<file path="config.mk">
export PLATFORM = sky130hd
export DESIGN_NAME = reg_bank_reader
export DESIGN_NICKNAME = d
export VERILOG_FILES = /design/src/rtl/reg_bank_reader.sv
export SDC_FILE = /design/constraint.sdc
export NUM_CORES = 1
export LEC_CHECK = 0
export ABC_AREA = 1
export CAP_MARGIN = 20
export CORE_MARGIN = 5
export CORE_UTILIZATION = 55
export CTS_CLUSTER_SIZE = 14
export DETAILED_ROUTE_END_ITERATION = 16
export DONT_BUFFER_PORTS = 1
export GPL_TIMING_DRIVEN = 0
export MAX_ROUTING_LAYER = met4
export PLACE_DENSITY = 0.71
export SETUP_SLACK_MARGIN = 0.2
export SLEW_MARGIN = 30
export SYNTH_ARGS = -nofsm -noshare
export SYNTH_HDL_FRONTEND = slang
export SYNTH_SLANG_ARGS = --single-unit
</file>
<file path="constraint.sdc">
create_clock -name clock -period 1.6 [get_ports clock]
set_input_delay 0.08 -clock clock [delete_from_list [all_inputs] [get_ports clock]]
set_output_delay 0.08 -clock clock [all_outputs]
set_load 0.02 [all_outputs]
</file>
<file path="src/rtl/reg_bank_reader.sv">
// reg_bank_reader: Depth x Size register bank with per-entry write port and a
// single-entry request/response read port with back-pressure.
//
// Optional build macro: REG_BANK_READER_BYPASS_EN
//   defined   -> a read accepted on the same edge as a write to the same
//                in-range entry returns the new write data (forwarding).
//   undefined -> such a read returns the entry value from before the write.
//
// Read handshake: a request is accepted on a rising edge where
// rd_req && rd_ready. rd_ready = !rd_valid || rd_ack. The response appears
// one cycle after acceptance and stays frozen (rd_valid, rd_data, rd_err)
// until a rising edge where rd_ack is high. rd_ack with rd_req in the same
// cycle retires the current response and accepts the next one.
module reg_bank_reader #(
    parameter int Size     = 8,
    parameter int Depth    = 4,
    parameter int AddrBits = 2
) (
    input  logic                clock,
    input  logic                reset,
    input  logic [AddrBits-1:0] wr_addr,
    input  logic [Size-1:0]     wr_data,
    input  logic                wr_en,
    input  logic                rd_req,
    input  logic [AddrBits-1:0] rd_addr,
    output logic                rd_ready,
    output logic                rd_valid,
    output logic [Size-1:0]     rd_data,
    output logic                rd_err,
    input  logic                rd_ack,
    output logic                dbg_state_o
);

    localparam int unsigned DepthU = Depth;

    typedef enum logic {
        IDLE = 1'b0,
        RESP = 1'b1
    } state_t;

    state_t          state_q, state_d;
    logic [Size-1:0] mem_q [Depth];
    logic [Size-1:0] mem_d [Depth];
    logic [Size-1:0] rd_data_q, rd_data_d;
    logic            rd_err_q, rd_err_d;

    logic [31:0]     wr_addr_w;
    logic [31:0]     rd_addr_w;
    logic            rd_in_range;
    logic            accept;
    logic [Size-1:0] rd_entry;

    assign wr_addr_w   = 32'(wr_addr);
    assign rd_addr_w   = 32'(rd_addr);
    assign rd_in_range = (rd_addr_w < DepthU);
    assign accept      = rd_req && rd_ready;

    // Write path: only in-range addresses select an entry; others fall through.
    always_comb begin
        mem_d = mem_q;
        for (int unsigned i = 0; i < DepthU; i++) begin
            if (wr_en && (wr_addr_w == i)) begin
                mem_d[i] = wr_data;
            end
        end
    end

    // Entry storage, cleared on reset.
    always_ff @(posedge clock) begin
        if (reset) begin
            for (int unsigned i = 0; i < DepthU; i++) begin
                mem_q[i] <= '0;
            end
        end else begin
            mem_q <= mem_d;
        end
    end

    // Read mux over the pre-write entry values; out-of-range reads yield zero.
    always_comb begin
        rd_entry = '0;
        for (int unsigned i = 0; i < DepthU; i++) begin
            if (rd_addr_w == i) begin
                rd_entry = mem_q[i];
            end
        end
    end

    // Response capture values; held registers only update on an accepting edge.
    always_comb begin
        rd_data_d = rd_data_q;
        rd_err_d  = rd_err_q;
        if (accept) begin
            rd_data_d = rd_in_range ? rd_entry : '0;
            rd_err_d  = !rd_in_range;
`ifdef REG_BANK_READER_BYPASS_EN
            if (wr_en && (wr_addr == rd_addr) && rd_in_range) begin
                rd_data_d = wr_data;
            end
`endif
        end
    end

    // Response payload registers; the response is a snapshot taken at acceptance.
    always_ff @(posedge clock) begin
        if (reset) begin
            rd_data_q <= '0;
            rd_err_q  <= 1'b0;
        end else begin
            rd_data_q <= rd_data_d;
            rd_err_q  <= rd_err_d;
        end
    end

    // Read FSM state register.
    always_ff @(posedge clock) begin
        if (reset) begin
            state_q <= IDLE;
        end else begin
            state_q <= state_d;
        end
    end

    // Read FSM next state: IDLE waits for a request, RESP holds until acked.
    always_comb begin
        state_d = state_q;
        case (state_q)
            IDLE: begin
                if (rd_req) begin
                    state_d = RESP;
                end
            end
            RESP: begin
                if (rd_ack && !rd_req) begin
                    state_d = IDLE;
                end
            end
            default: state_d = IDLE;
        endcase
    end

    // Read FSM outputs; rd_ready depends combinationally only on rd_ack.
    always_comb begin
        rd_valid    = (state_q == RESP);
        rd_ready    = (state_q != RESP) || rd_ack;
        rd_data     = rd_data_q;
        rd_err      = rd_err_q;
        dbg_state_o = state_q;
    end

endmodule

</file>
==> results of run 1 <==
state kept, by name, indices dropped and copies added (netlist names):
signal and count:
mem_q 32, dbg_state_o 1, rd_data 8
kinds of logic after synthesis:
kind of cell	Yosys count	share of synthesized area
other	1	0.00217
flip-flops	41	0.476
buffers and inverters	32	0.0842
AND/OR/NAND/NOR	105	0.261
AO/OA/AOI/OAI	61	0.177
metal layers:
layer	share of wire	vias up
li1	-	816
met1	0.46	679
met2	0.48	34
met3	0.045	5
met4	0.015	0
met5	0	-
synthesized netlist by cell type (2+ instances only):
| master | count | area share |
|---|---|---|
| nand3_2 | 2 | 0.012 |
| inv_1 | 18 | 0.039 |
| o21ai_1 | 5 | 0.015 |
| nand3_1 | 22 | 0.064 |
| nor2_1 | 44 | 0.096 |
| a21oi_1 | 25 | 0.073 |
| nand2_2 | 2 | 0.0073 |
| dfxtp_1 | 41 | 0.48 |
| inv_2 | 4 | 0.0087 |
| nand2_1 | 33 | 0.072 |
| clkbuf_1 | 2 | 0.0044 |
| buf_2 | 2 | 0.0058 |
| o21ai_0 | 31 | 0.090 |
| buf_4 | 6 | 0.026 |
stage by stage:
stage	power (mW)	utilization	cells	setup WS (ns)
floorplan	1.29	-	240	0.399
global placement	1.32	0.588	284	0.251
detailed placement	1.33	0.588	284	0.255
CTS	1.88	0.639	301	0.240
global route	1.97	0.639	301	0.231
finish	1.86	0.639	301	0.360
worst reg2reg max path: cells and delay by family, from the launching register on:
kind / cells / cell delay (ns)
AOI/OAI and AO/OA: 1 / 0.06
DFF: 1 / 0.42
buffers and inverters: 1 / 0.23
and+or+nand+nor: 4 / 0.42
where the power goes:
part / internal (mW) / total (mW) / switching (mW) / leakage (nW)
sequential: 1.07 / 1.11 / 0.0421 / 0.336
clock: 0.208 / 0.520 / 0.312 / 0.0314
combinational: 0.0836 / 0.221 / 0.137 / 0.425
total: 1.36 / 1.86 / 0.492 / 0.792
path summary, 6_finish.rpt:
path | from | to | slack, ns
hold / removal | rd_ack | dbg_state_o$_SDFF_PP0_ | 0.008
setup reg to reg | dbg_state_o$_SDFF_PP0_ | rd_data[0]$_SDFFE_PP0P_ | 0.36
setup / recovery | dbg_state_o$_SDFF_PP0_ | rd_data[0]$_SDFFE_PP0P_ | 0.36
hold reg to reg | mem_q[19]$_SDFFE_PP0P_ | mem_q[19]$_SDFFE_PP0P_ | 0.45
layout make-up:
| cell class | instances | share of cell area |
|---|---|---|
| Clock buffer | 7 | 0.0284 |
| Inverter | 22 | 0.0427 |
| Tap cell | 44 | 0.0284 |
| Buffer | 10 | 0.0323 |
| Timing Repair Buffer | 10 | 0.0517 |
| Sequential cell | 41 | 0.425 |
| Multi-Input combinational cell | 167 | 0.392 |
what timing repair did:
action	4_1_cts	5_1_grt
hold buffers	10	0
resized for setup	0	1
hold endpoints to repair	37	0
setup endpoints to repair	0	7
setup buffers	0	0
==> flow_metrics.env, run 1 <==
export IMPL_ys_seq_elements=41
export IMPL_grtUsageMet2=0.310
export IMPL_cp_num_buf_inv=1
export IMPL_setup_tns_ns=0
export IMPL_grt_max_degree=12
export IMPL_firstDrtPassIters=4
export IMPL_layout_min_cycle_time_ns=1.24
export IMPL_rsz0062_at_grt="no"
export IMPL_ir_worst_vdd_uv=527
export IMPL_dr_total_vias=1534
export IMPL_n_antenna_cell=0
export IMPL_drive_above_1_share=0.0973
export IMPL_clk_latency_ns=0.34
export IMPL_fin_crit_sh=0.775
export IMPL_worst_path_max_fanout=10
export IMPL_arrival_ns=1.46
export IMPL_drt_total_wl_um=3870
export IMPL_ios=29
export IMPL_finClkSkew_ns=0.00367
export IMPL_area_growth_pct=12.3
export IMPL_dpl_cell_area_um2=1780
export IMPL_start_kind="flop"
export IMPL_root_buffer="clkbuf_4"
export IMPL_core_rowCount=20
export IMPL_grt_antenna_before_repair=0
export IMPL_grt_use_met1=0.259
export IMPL_start_util=0.569
export IMPL_required_ns=1.82
export IMPL_cts_buffers=5
export IMPL_synth_seq_area_share=0.476
export IMPL_fmax_mhz=806
export IMPL_endpoint_kind="flop"
export IMPL_synth_nets=257
export IMPL_hold_viol=0
export IMPL_drc=0
export IMPL_place_congestion=0.824
export IMPL_netlist_instances=240
export IMPL_yosys_warnings=0
export IMPL_grt_ovfl_total=0
export IMPL_final_common_cell="nor2_1"
export IMPL_path_class="flop to flop"
export IMPL_n_fill_cell=302
export IMPL_ant_nets=0
export IMPL_p_leak_nw=0.792
export IMPL_synth_cell_types=17
export IMPL_synth_edf_count=0
export IMPL_core_um2=3030
export IMPL_path_cells="nand2_2 -> nand2_1 -> buf_2 -> nor2_1 -> nand2_1 -> a21oi_1"
export IMPL_clkSinkCount=41
export IMPL_path_depth=6
export IMPL_drt_iter0_drc=124
export IMPL_io_buffers=0
export IMPL_cts_tree="yes"
export IMPL_grt_usage=0.204
export IMPL_grt_pass1_vias=1411
export IMPL_htree_levels=2
export IMPL_fin_nets=274
export IMPL_grtUsageMet3=0.0442
export IMPL_vias_per_cell=5.10
export IMPL_cpMostUsedCell="nand2_1"
export IMPL_clk_pin_slew_ns=0.11
export IMPL_synth_ff_type="dfxtp_1"
export IMPL_worst_hold_slack_ns=0.00758
export IMPL_hp_class="primary input to flop"
export IMPL_slowest_delay_ns=0.42
export IMPL_drv_cap=0
export IMPL_slowest_stage="dfxtp_2"
export IMPL_p_per_area_nw_per_um2=959
export IMPL_fp_dieH_um=66.0
export IMPL_synthesis_area_um2=1720
export IMPL_multi_input_area_um2=758
export IMPL_setup_viol=0
export IMPL_worstHoldPathCells=3
export IMPL_synthArstFlopShare=0
export IMPL_wire_per_inst_um=12.9
export IMPL_die_w_um=66.0
export IMPL_avgSynthCellArea_um2=7.18
export IMPL_cp_top_family="simple AND/OR/NAND/NOR gates"
export IMPL_die_area_um2=4350
export IMPL_seqCellArea_um2=822
export IMPL_layout_common_cells="nor2_1, dfxtp_1, nand2_1, o21ai_0, a21oi_1"
export IMPL_r2r_cells=6
export IMPL_hpwl_um=2860
export IMPL_grt_pass1_wl_um=6490
export IMPL_fin_area_um2=1940
export IMPL_status="finished, final reports clean"
export IMPL_busiest_layer="met2"
export IMPL_drv_slew=0
export IMPL_clock_path_buffers=2
Power figures use the tool's default switching activity.
==> run 2: changes to the inputs <==
==> constraint.sdc (replaced) <==
create_clock -name clock -period 1.3 [get_ports clock]
set_input_delay 0.065 -clock clock [delete_from_list [all_inputs] [get_ports clock]]
set_output_delay 0.065 -clock clock [all_outputs]
set_load 0.02 [all_outputs]
==> flow_metrics.env, run 2 (synthesis results as in run 1) <==
export IMPL_grt_antenna_before_repair=0
export IMPL_dr_total_vias=1529
export IMPL_worst_path_max_fanout=10
export IMPL_p_per_area_nw_per_um2=1200
export IMPL_clk_pin_slew_ns=0.13
export IMPL_p_leak_nw=0.816
export IMPL_power_frac_seq=0.572
export IMPL_n_fill_cell=289
export IMPL_slowest_stage="dfxtp_4"
export IMPL_wire_per_inst_um=12.8
export IMPL_drt_iter0_drc=69
export IMPL_io_buffers=0
export IMPL_arrival_ns=1.37
export IMPL_clock_path_buffers=2
export IMPL_start_kind="flop"
export IMPL_largest_reg_flops=32
export IMPL_path_class="flop to flop"
export IMPL_cts_buffers=5
export IMPL_ios=29
export IMPL_grt_pass1_vias=1432
export IMPL_swShare=0.273
export IMPL_setup_tns_ns=0
export IMPL_hpwl_um=2790
export IMPL_root_buffer="clkbuf_4"
export IMPL_area_growth_pct=16.2
export IMPL_drt_total_wl_um=3880
export IMPL_vias_per_cell=5.03
export IMPL_clock_power_share=0.309
export IMPL_layout_min_cycle_time_ns=1.06
export IMPL_required_ns=1.61
export IMPL_hold_viol=0
export IMPL_drv_slew=0
export IMPL_clkSinkCount=41
export IMPL_power_frac_comb=0.120
export IMPL_grt_usage=0.200
export IMPL_cts_tree="yes"
export IMPL_p_int_mw=1.75
export IMPL_fp_dieH_um=66.0
export IMPL_hp_class="primary input to flop"
export IMPL_drive_above_1_share=0.112
export IMPL_p_switching_uw=655
export IMPL_fin_crit_sh=0.817
export IMPL_finClkSkew_ns=0.0126
export IMPL_core_rowCount=20
export IMPL_final_common_cell="nor2_1"
export IMPL_path_cells="nand2_8 -> nand2_4 -> buf_6 -> nor2_1 -> nand2_1 -> a21oi_1"
export IMPL_ant_nets=0
export IMPL_grt_ovfl_total=0
export IMPL_start_util=0.569
export IMPL_core_um2=3030
export IMPL_firstDrtPassIters=4
export IMPL_grt_max_degree=13
export IMPL_worst_hold_slack_ns=0.00908
export IMPL_die_w_um=66.0
export IMPL_n_antenna_cell=0
export IMPL_clk_latency_ns=0.36
export IMPL_power_total_mw=2.40
export IMPL_drv_cap=0
export IMPL_grt_pass1_wl_um=6510
export IMPL_rsz0062_at_grt="no"
export IMPL_endpoint_kind="flop"
export IMPL_fin_nets=276
export IMPL_final_util=0.662
export IMPL_die_area_um2=4350
export IMPL_ir_worst_vdd_uv=871
export IMPL_fmax_mhz=942
export IMPL_htree_levels=2
export IMPL_layout_common_cells="nor2_1, dfxtp_1, nand2_1, o21ai_0, a21oi_1"
export IMPL_place_congestion=0.821
export IMPL_drc=0
export IMPL_largest_register="mem_q"
export IMPL_setup_viol=0
export IMPL_status="finished, final reports clean"
export IMPL_slowest_delay_ns=0.41
-- run 2: worst paths after layout --
path,start,endpoint,slack (ns),cells past startpoint
hold / removal,rd_addr[1],rd_data[7]$_SDFFE_PP0P_,0.009,4
setup / recovery,dbg_state_o$_SDFF_PP0_,rd_data[2]$_SDFFE_PP0P_,0.24,6
setup reg to reg,dbg_state_o$_SDFF_PP0_,rd_data[2]$_SDFFE_PP0P_,0.24,6
hold reg to reg,mem_q[23]$_SDFFE_PP0P_,mem_q[23]$_SDFFE_PP0P_,0.45,2
-- run 2: area by class of cell --
class / count / area (µm²) / area share
Buffer: 10 / 68.8 / 0.0344
Inverter: 22 / 82.6 / 0.0412
Sequential cell: 41 / 825 / 0.412
Timing Repair Buffer: 12 / 120 / 0.0600
Clock buffer: 7 / 65.1 / 0.0325
Multi-Input combinational cell: 167 / 782 / 0.390
Clock inverter: 1 / 5.00 / 0.00250
Tap cell: 44 / 55.1 / 0.0275
-- run 2: worst max-delay path, delay by kind of cell (launching register included) --
| kind | cells | cell delay [ns] |
|---|---|---|
| AO/OA/AOI/OAI | 1 | 0.10 |
| AND/OR/NAND/NOR | 4 | 0.36 |
| flip-flops | 1 | 0.41 |
| buffers and inverters | 1 | 0.14 |
-- run 2: repair_timing --
| action | 4_1_cts | 5_1_grt |
|---|---|---|
| buffers inserted | 0 | 0 |
| pin swaps | 1 | 1 |
| resized for setup | 3 | 4 |
| endpoints found under the hold margin | 38 | 0 |
| hold buffers | 12 | 0 |
| setup endpoints to repair | 8 | 7 |
-- run 2: power by group through the flow --
stage	combinational [mW]	clock, mW	sequential, mW
after CTS	0.281	0.737	1.37
after detailed placement	0.236	0	1.40
after global routing	0.331	0.798	1.38
after floorplan	0.192	0	1.39
final	0.287	0.741	1.37
after global placement	0.232	0	1.40
-- run 2: per-stage QoR --
stage	worst slack (ns)	std cells	area, µm²
6_report	0.238	304	2000
5_1_grt	0.179	304	2000
4_1_cts	0.204	304	1980
3_5_place_dp	0.113	284	1780
3_3_place_gp	0.103	284	1780
2_1_floorplan	0.233	240	1730
-- run 2: routing by layer --
| layer | up-vias | share of wire | GRT usage | wire length [µm] |
|---|---|---|---|---|
| li1 | 815 | - | - | - |
| met1 | 674 | 0.45 | 0.242 | 1730 |
| met2 | 33 | 0.48 | 0.319 | 1870 |
| met3 | 7 | 0.059 | 0.0646 | 229 |
| met4 | 0 | 0.013 | 0.0609 | 51 |
| met5 | - | 0 | - | 0 |
